===== config.mk =====
export PLATFORM = sky130hd
export DESIGN_NAME = pipe_ctrl_flat
export DESIGN_NICKNAME = d
export VERILOG_FILES = /design/src/rtl/pipe_ctrl_if.sv /design/src/rtl/pipe_ctrl.sv /design/src/flat_wrapper.sv
export SDC_FILE = /design/constraint.sdc
export NUM_CORES = 1
export LEC_CHECK = 0
export CAP_MARGIN = 25
export CORE_MARGIN = 1
export CORE_UTILIZATION = 46
export CTS_CLUSTER_DIAMETER = 200
export DETAILED_ROUTE_END_ITERATION = 8
export PLACE_DENSITY = 0.82
export SLEW_MARGIN = 15
export SYNTH_ARGS = -nofsm -noshare
export SYNTH_HDL_FRONTEND = slang
export SYNTH_SLANG_ARGS = --single-unit
export TNS_END_PERCENT = 50

===== constraint.sdc =====
create_clock -name clk -period 1.9 [get_ports clk]
set_input_delay 0.38 -clock clk [delete_from_list [all_inputs] [get_ports clk]]
set_output_delay 0.38 -clock clk [all_outputs]
set_load 0.01 [all_outputs]

===== src/rtl/pipe_ctrl_if.sv =====
// Pipeline-side control bundle for pipe_ctrl: hazard/halt/branch info in,
// advance/stall/flush out. The pipeline owns master, the controller slave.
interface pipe_ctrl_if;
  logic       halt_req;
  logic       branch_taken;
  logic [2:0] dec_src0;
  logic [2:0] dec_src1;
  logic [1:0] dec_src_used;
  logic [2:0] ex_dest;
  logic       ex_wr;
  logic       ex_valid;
  logic       stage_en;
  logic       stall;
  logic       flush;

  modport master (
    output halt_req, branch_taken,
    output dec_src0, dec_src1, dec_src_used,
    output ex_dest, ex_wr, ex_valid,
    input  stage_en, stall, flush
  );

  modport slave (
    input  halt_req, branch_taken,
    input  dec_src0, dec_src1, dec_src_used,
    input  ex_dest, ex_wr, ex_valid,
    output stage_en, stall, flush
  );
endinterface


===== src/rtl/pipe_ctrl.sv =====
// Run/step/halt sequencer, RAW stall and branch flush for the 3-stage pipe.
// Optional step-key debounce filter enabled by defining STEP_DEBOUNCE_EN.
module pipe_ctrl #(
  parameter logic [15:0] DEBOUNCE_CYCLES = 16'd50000,
  parameter int          CNT_W           = 16
) (
  input  logic             clk,
  input  logic             CPU_RESET_n,
  input  logic             run_sw,
  input  logic             step_n,
  pipe_ctrl_if.slave       bus,
  output logic [1:0]       state,
  output logic [CNT_W-1:0] retired
);

  typedef enum logic [1:0] {
    IDLE   = 2'd0,
    RUN    = 2'd1,
    STEP   = 2'd2,
    HALTED = 2'd3
  } st_t;

  st_t        st;
  logic       en_q;
  logic [1:0] flush_cnt;
  logic       sync1, sync2;
  logic       lvl, lvl_q;
  logic       step_pulse;
  logic       hit0, hit1, haz;
  logic       flush, stall, halt_ok;

  always_ff @(posedge clk or negedge CPU_RESET_n) begin
    if (!CPU_RESET_n) begin
      sync1 <= 1'b1;
      sync2 <= 1'b1;
    end else begin
      sync1 <= step_n;
      sync2 <= sync1;
    end
  end

`ifdef STEP_DEBOUNCE_EN
  logic [15:0] db_cnt;
  logic        filt;

  always_ff @(posedge clk or negedge CPU_RESET_n) begin
    if (!CPU_RESET_n) begin
      db_cnt <= 16'd0;
      filt   <= 1'b1;
    end else if (sync2 == filt) begin
      db_cnt <= 16'd0;
    end else if (db_cnt == DEBOUNCE_CYCLES - 16'd1) begin
      filt   <= sync2;
      db_cnt <= 16'd0;
    end else begin
      db_cnt <= db_cnt + 16'd1;
    end
  end

  assign lvl = filt;
`else
  logic unused_db;
  assign unused_db = ^DEBOUNCE_CYCLES;
  assign lvl = sync2;
`endif

  // Registered edge detect: third flop after the pin gives the pulse.
  always_ff @(posedge clk or negedge CPU_RESET_n) begin
    if (!CPU_RESET_n) begin
      lvl_q      <= 1'b1;
      step_pulse <= 1'b0;
    end else begin
      lvl_q      <= lvl;
      step_pulse <= lvl_q & ~lvl;
    end
  end

  assign hit0 = bus.dec_src_used[0] &
                (bus.dec_src0 == bus.ex_dest);
  assign hit1 = bus.dec_src_used[1] &
                (bus.dec_src1 == bus.ex_dest);
  assign haz  = bus.ex_wr & bus.ex_valid &
                (bus.ex_dest != 3'd7) &
                (hit0 | hit1);

  assign flush   = (flush_cnt != 2'd0);
  assign stall   = haz & en_q & ~flush;
  assign halt_ok = bus.halt_req & ~flush & ~stall;

  always_ff @(posedge clk or negedge CPU_RESET_n) begin
    if (!CPU_RESET_n) begin
      st   <= IDLE;
      en_q <= 1'b0;
    end else begin
      unique case (st)
        IDLE: begin
          if (run_sw) begin
            st   <= RUN;
            en_q <= 1'b1;
          end else if (step_pulse) begin
            st   <= STEP;
            en_q <= 1'b1;
          end
        end
        STEP: begin
          en_q <= 1'b0;
          st   <= halt_ok ? HALTED : IDLE;
        end
        RUN: begin
          if (!run_sw) begin
            st   <= IDLE;
            en_q <= 1'b0;
          end else if (halt_ok) begin
            st   <= HALTED;
            en_q <= 1'b0;
          end
        end
        HALTED: begin
          if (!run_sw) st <= IDLE;
        end
      endcase
    end
  end

  always_ff @(posedge clk or negedge CPU_RESET_n) begin
    if (!CPU_RESET_n) begin
      flush_cnt <= 2'd0;
      retired   <= '0;
    end else if (en_q) begin
      if (bus.branch_taken)
        flush_cnt <= 2'd2;
      else if (flush)
        flush_cnt <= flush_cnt - 2'd1;
      if (bus.ex_valid)
        retired <= retired + CNT_W'(1);
    end
  end

  assign bus.stage_en = en_q;
  assign bus.stall    = stall;
  assign bus.flush    = flush;
  assign state        = st;

endmodule


===== src/flat_wrapper.sv =====
// flat-port wrapper written by rule: the top's interface ports become plain ports
module pipe_ctrl_flat 
#(
  parameter logic [15:0] DEBOUNCE_CYCLES = 16'd50000,
  parameter int          CNT_W           = 16
)
  (clk, CPU_RESET_n, run_sw, step_n, state, retired, bus_halt_req, bus_branch_taken, bus_dec_src0, bus_dec_src1, bus_dec_src_used, bus_ex_dest, bus_ex_wr, bus_ex_valid, bus_stage_en, bus_stall, bus_flush);
  pipe_ctrl_if bus_i ();
  input  logic clk;
  input  logic CPU_RESET_n;
  input  logic run_sw;
  input  logic step_n;
  output logic [1:0] state;
  output logic [CNT_W-1:0] retired;
  input wire logic [$bits(bus_i.halt_req)-1:0] bus_halt_req;
  input wire logic [$bits(bus_i.branch_taken)-1:0] bus_branch_taken;
  input wire logic [$bits(bus_i.dec_src0)-1:0] bus_dec_src0;
  input wire logic [$bits(bus_i.dec_src1)-1:0] bus_dec_src1;
  input wire logic [$bits(bus_i.dec_src_used)-1:0] bus_dec_src_used;
  input wire logic [$bits(bus_i.ex_dest)-1:0] bus_ex_dest;
  input wire logic [$bits(bus_i.ex_wr)-1:0] bus_ex_wr;
  input wire logic [$bits(bus_i.ex_valid)-1:0] bus_ex_valid;
  output wire logic [$bits(bus_i.stage_en)-1:0] bus_stage_en;
  output wire logic [$bits(bus_i.stall)-1:0] bus_stall;
  output wire logic [$bits(bus_i.flush)-1:0] bus_flush;
  assign bus_i.halt_req = bus_halt_req;
  assign bus_i.branch_taken = bus_branch_taken;
  assign bus_i.dec_src0 = bus_dec_src0;
  assign bus_i.dec_src1 = bus_dec_src1;
  assign bus_i.dec_src_used = bus_dec_src_used;
  assign bus_i.ex_dest = bus_ex_dest;
  assign bus_i.ex_wr = bus_ex_wr;
  assign bus_i.ex_valid = bus_ex_valid;
  assign bus_stage_en = bus_i.stage_en;
  assign bus_stall = bus_i.stall;
  assign bus_flush = bus_i.flush;
  pipe_ctrl #(.DEBOUNCE_CYCLES(DEBOUNCE_CYCLES), .CNT_W(CNT_W)) u_core (.clk(clk), .CPU_RESET_n(CPU_RESET_n), .run_sw(run_sw), .step_n(step_n), .bus(bus_i), .state(state), .retired(retired));
endmodule

==> impl_metrics.toml <==
[status]
status = "finished, final reports clean"

[worst_setup_path]
cp_max_fo = 2
crit_type = "in2out"
path_cells = "clkdlybuf4s50_1 -> xnor2_1 -> nand4_1 -> a21oi_4 -> buf_2"
crit_path_start_kind = "primary input"
cp_slowest_cell = "clkdlybuf4s50_1"
cpPeakStageDelay_ns = 0.47
critPathArrivalTime_ns = 1.51
end_kind = "output port"
reg2regPathDepth = 6
cp.required_ns = 1.52

[sta]
fin_tns_setup_ns = 0
hold_viol = 0
fin_ws_ns = 0.0101
drv_slew = 0
finalCritPeriodShare = 0.995
relSlewSlack = 0.797
min_period_ns = 1.89
skew_ns = 0.00521
setup_viol = 0
holdWs_ns = 0.365
rsz0062_at_grt = "yes"
max_freq_mhz = 529
tightest_slew_ns = 0.304

[synthesis]
ys_warn_count = 0
yosysSeqAreaShare = 0.467
synth_fp_nets = 142
yosysUniqueCellTypes = 35
syn_area_per_cell_um2 = 11.6
synthCells = 116
synth_area_mm2 = 0.00135
ys_seq_elements = 25

[route]
wl_per_cell_um = 14.1
drc_errors = 0
num_vias = 1047
detail_route.first_pass.iterations = 4
dr.first_iter.drc_count = 11
ant_nets = 0
drt-vias-per-instance = 5.16
drt-total-wl_um = 2870

[placement]
dp_cells = 197
port_buffers = 39
gp_congestion = 0.830
hpwl_um = 2120
pre_cts_slack_ns = -0.492
placed_area_mm2 = 0.00185

[layout]
area_delta_synth_final_pct = 43.2
final_cells = 203
stdcell_area_mm2 = 0.00193
final_common_cell = "clkdlybuf4s50_1"
drive_above_1_share = 0.209
nets = 199
diodes = 0
final_core_util = 0.699
final_cell_mix = "clkdlybuf4s50_1, dfrtp_1, xnor2_1, buf_4, nand2_1"

[floorplanning]
core.rowCount = 19
die_w_um = 56.1
initial_core_util = 0.488
core_mm2 = 0.00276
die_height_um = 56.1
io_pins = 40
dieArea_mm2 = 0.00315

[global_routing]
antenna_found_initial = 0
grt_max_degree = 26
grt-ovfl-total = 0
grt_pass1_vias = 1143
grt_pass1_wl_um = 4820
grt_use_total = 0.194

[clock_network]
cts_tree = "built"
htree_num_levels = 1
cts_inserted_buffers = 3
clockBufferDepth = 2
cts.sinks = 25
ctsRootBufferMaster = "clkbuf_4"
clk_pin_slew_worst_paths_ns = 0.13
clock_latency_ns = 0.32

[min_path]
holdCritPathClass = "reg2reg"
whs_path_depth = 0

[power_and_ir_drop]
ir_drop_v = 0.000882
p_leak_nw = 0.846
power.density_mw_per_mm2 = 1030
power.total_mw = 1.99

[job]
maxCapViolations = 0
flip-flops by register name (all words and copies together), names as in the netlist:
name,flops
u_core.bus.stage_en,1
u_core.flush_cnt,2
u_core.lvl,1
u_core.lvl_q,1
u_core.retired,16
u_core.state,2
u_core.step_pulse,1
u_core.sync1,1
metal layers:
metal / track usage / vias to the layer above / wire length [µm]
met4: 0.111 / 0 / 89
met3: 0.0395 / 9 / 119
met5: 0 / - / 0
met1: 0.229 / 500 / 1250
met2: 0.328 / 27 / 1410
li1: - / 511 / -
power by group:
| part | switching [mW] | internal, mW | total, mW |
|---|---|---|---|
| clock network | 0.151 | 0.0788 | 0.230 |
| registers | 0.138 | 0.654 | 0.791 |
| logic | 0.452 | 0.513 | 0.965 |
| total | 0.741 | 1.25 | 1.99 |
cells by family after synthesis:
kind of cell,synth area share
compound gates,0.0716
xor+xnor,0.137
fa+ha+maj,0.0651
buf+inv,0.0251
flops,0.467
mux,0.0325
simple gates,0.202
critical path: cells and delay by family:
kind                   cells  cell delay, ns
buffers and inverters      2            0.62
AO/OA/AOI/OAI              1            0.20
XOR/XNOR                   1            0.13
AND/OR/NAND/NOR            1            0.18
layout make-up:
type	instances	area [µm²]
clock inverters	1	5.00
inverters	5	18.8
fillers	224	830
well taps	31	38.8
clock buffers	3	22.5
multi-input cells	85	726
flip-flops and latches	25	629
repair buffers	53	488
cells in the mapped netlist:
library cell | instances | area [µm²]
a211oi_1 | 1 | 7.51
a211oi_2 | 1 | 12.5
a21o_1 | 1 | 7.51
a21oi_1 | 1 | 5.00
a21oi_4 | 1 | 16.3
a31oi_1 | 1 | 6.26
a32oi_1 | 1 | 8.76
and2_4 | 1 | 8.76
and3_1 | 2 | 12.5
buf_8 | 1 | 15.0
dfrtp_1 | 22 | 551
dfstp_2 | 3 | 78.8
ha_1 | 7 | 87.6
inv_1 | 5 | 18.8
mux2_1 | 2 | 22.5
mux2_2 | 1 | 11.3
mux2i_1 | 1 | 10.0
nand2_1 | 10 | 37.5
nand2b_1 | 1 | 6.26
nand3_1 | 7 | 35.0
nand4_1 | 3 | 18.8
nand4_4 | 3 | 63.8
nand4b_1 | 1 | 8.76
nor2_1 | 6 | 22.5
nor2b_1 | 2 | 12.5
nor3_1 | 1 | 5.00
nor3_4 | 1 | 16.3
nor3b_1 | 1 | 7.51
o2111ai_1 | 1 | 8.76
o21ai_0 | 3 | 15.0
o21ai_2 | 1 | 8.76
or2_2 | 1 | 6.26
or4b_1 | 1 | 10.0
xnor2_1 | 17 | 149
xor2_1 | 4 | 35.0
path summary, 6_finish.rpt:
kind                                 start  slack [ns]           endpoint
max reg2reg                u_core.state[1]        0.16    u_core.state[0]
max                        bus_dec_src0[1]        0.01          bus_stall
min                           u_core.sync1        0.36         u_core.lvl
min in group asynchronous      CPU_RESET_n        0.42  u_core.retired[7]
min reg2reg                   u_core.sync1        0.36         u_core.lvl
max in group asynchronous      CPU_RESET_n        1.20       u_core.lvl_q
what timing repair did:
item	CTS	global route
endpoints found under the setup margin	2	4
endpoints found under the hold margin	0	0
resized for setup	10	5
hold buffers	0	0
pin swaps	1	3
setup buffers	2	0
(Power assumes the default switching activity.)
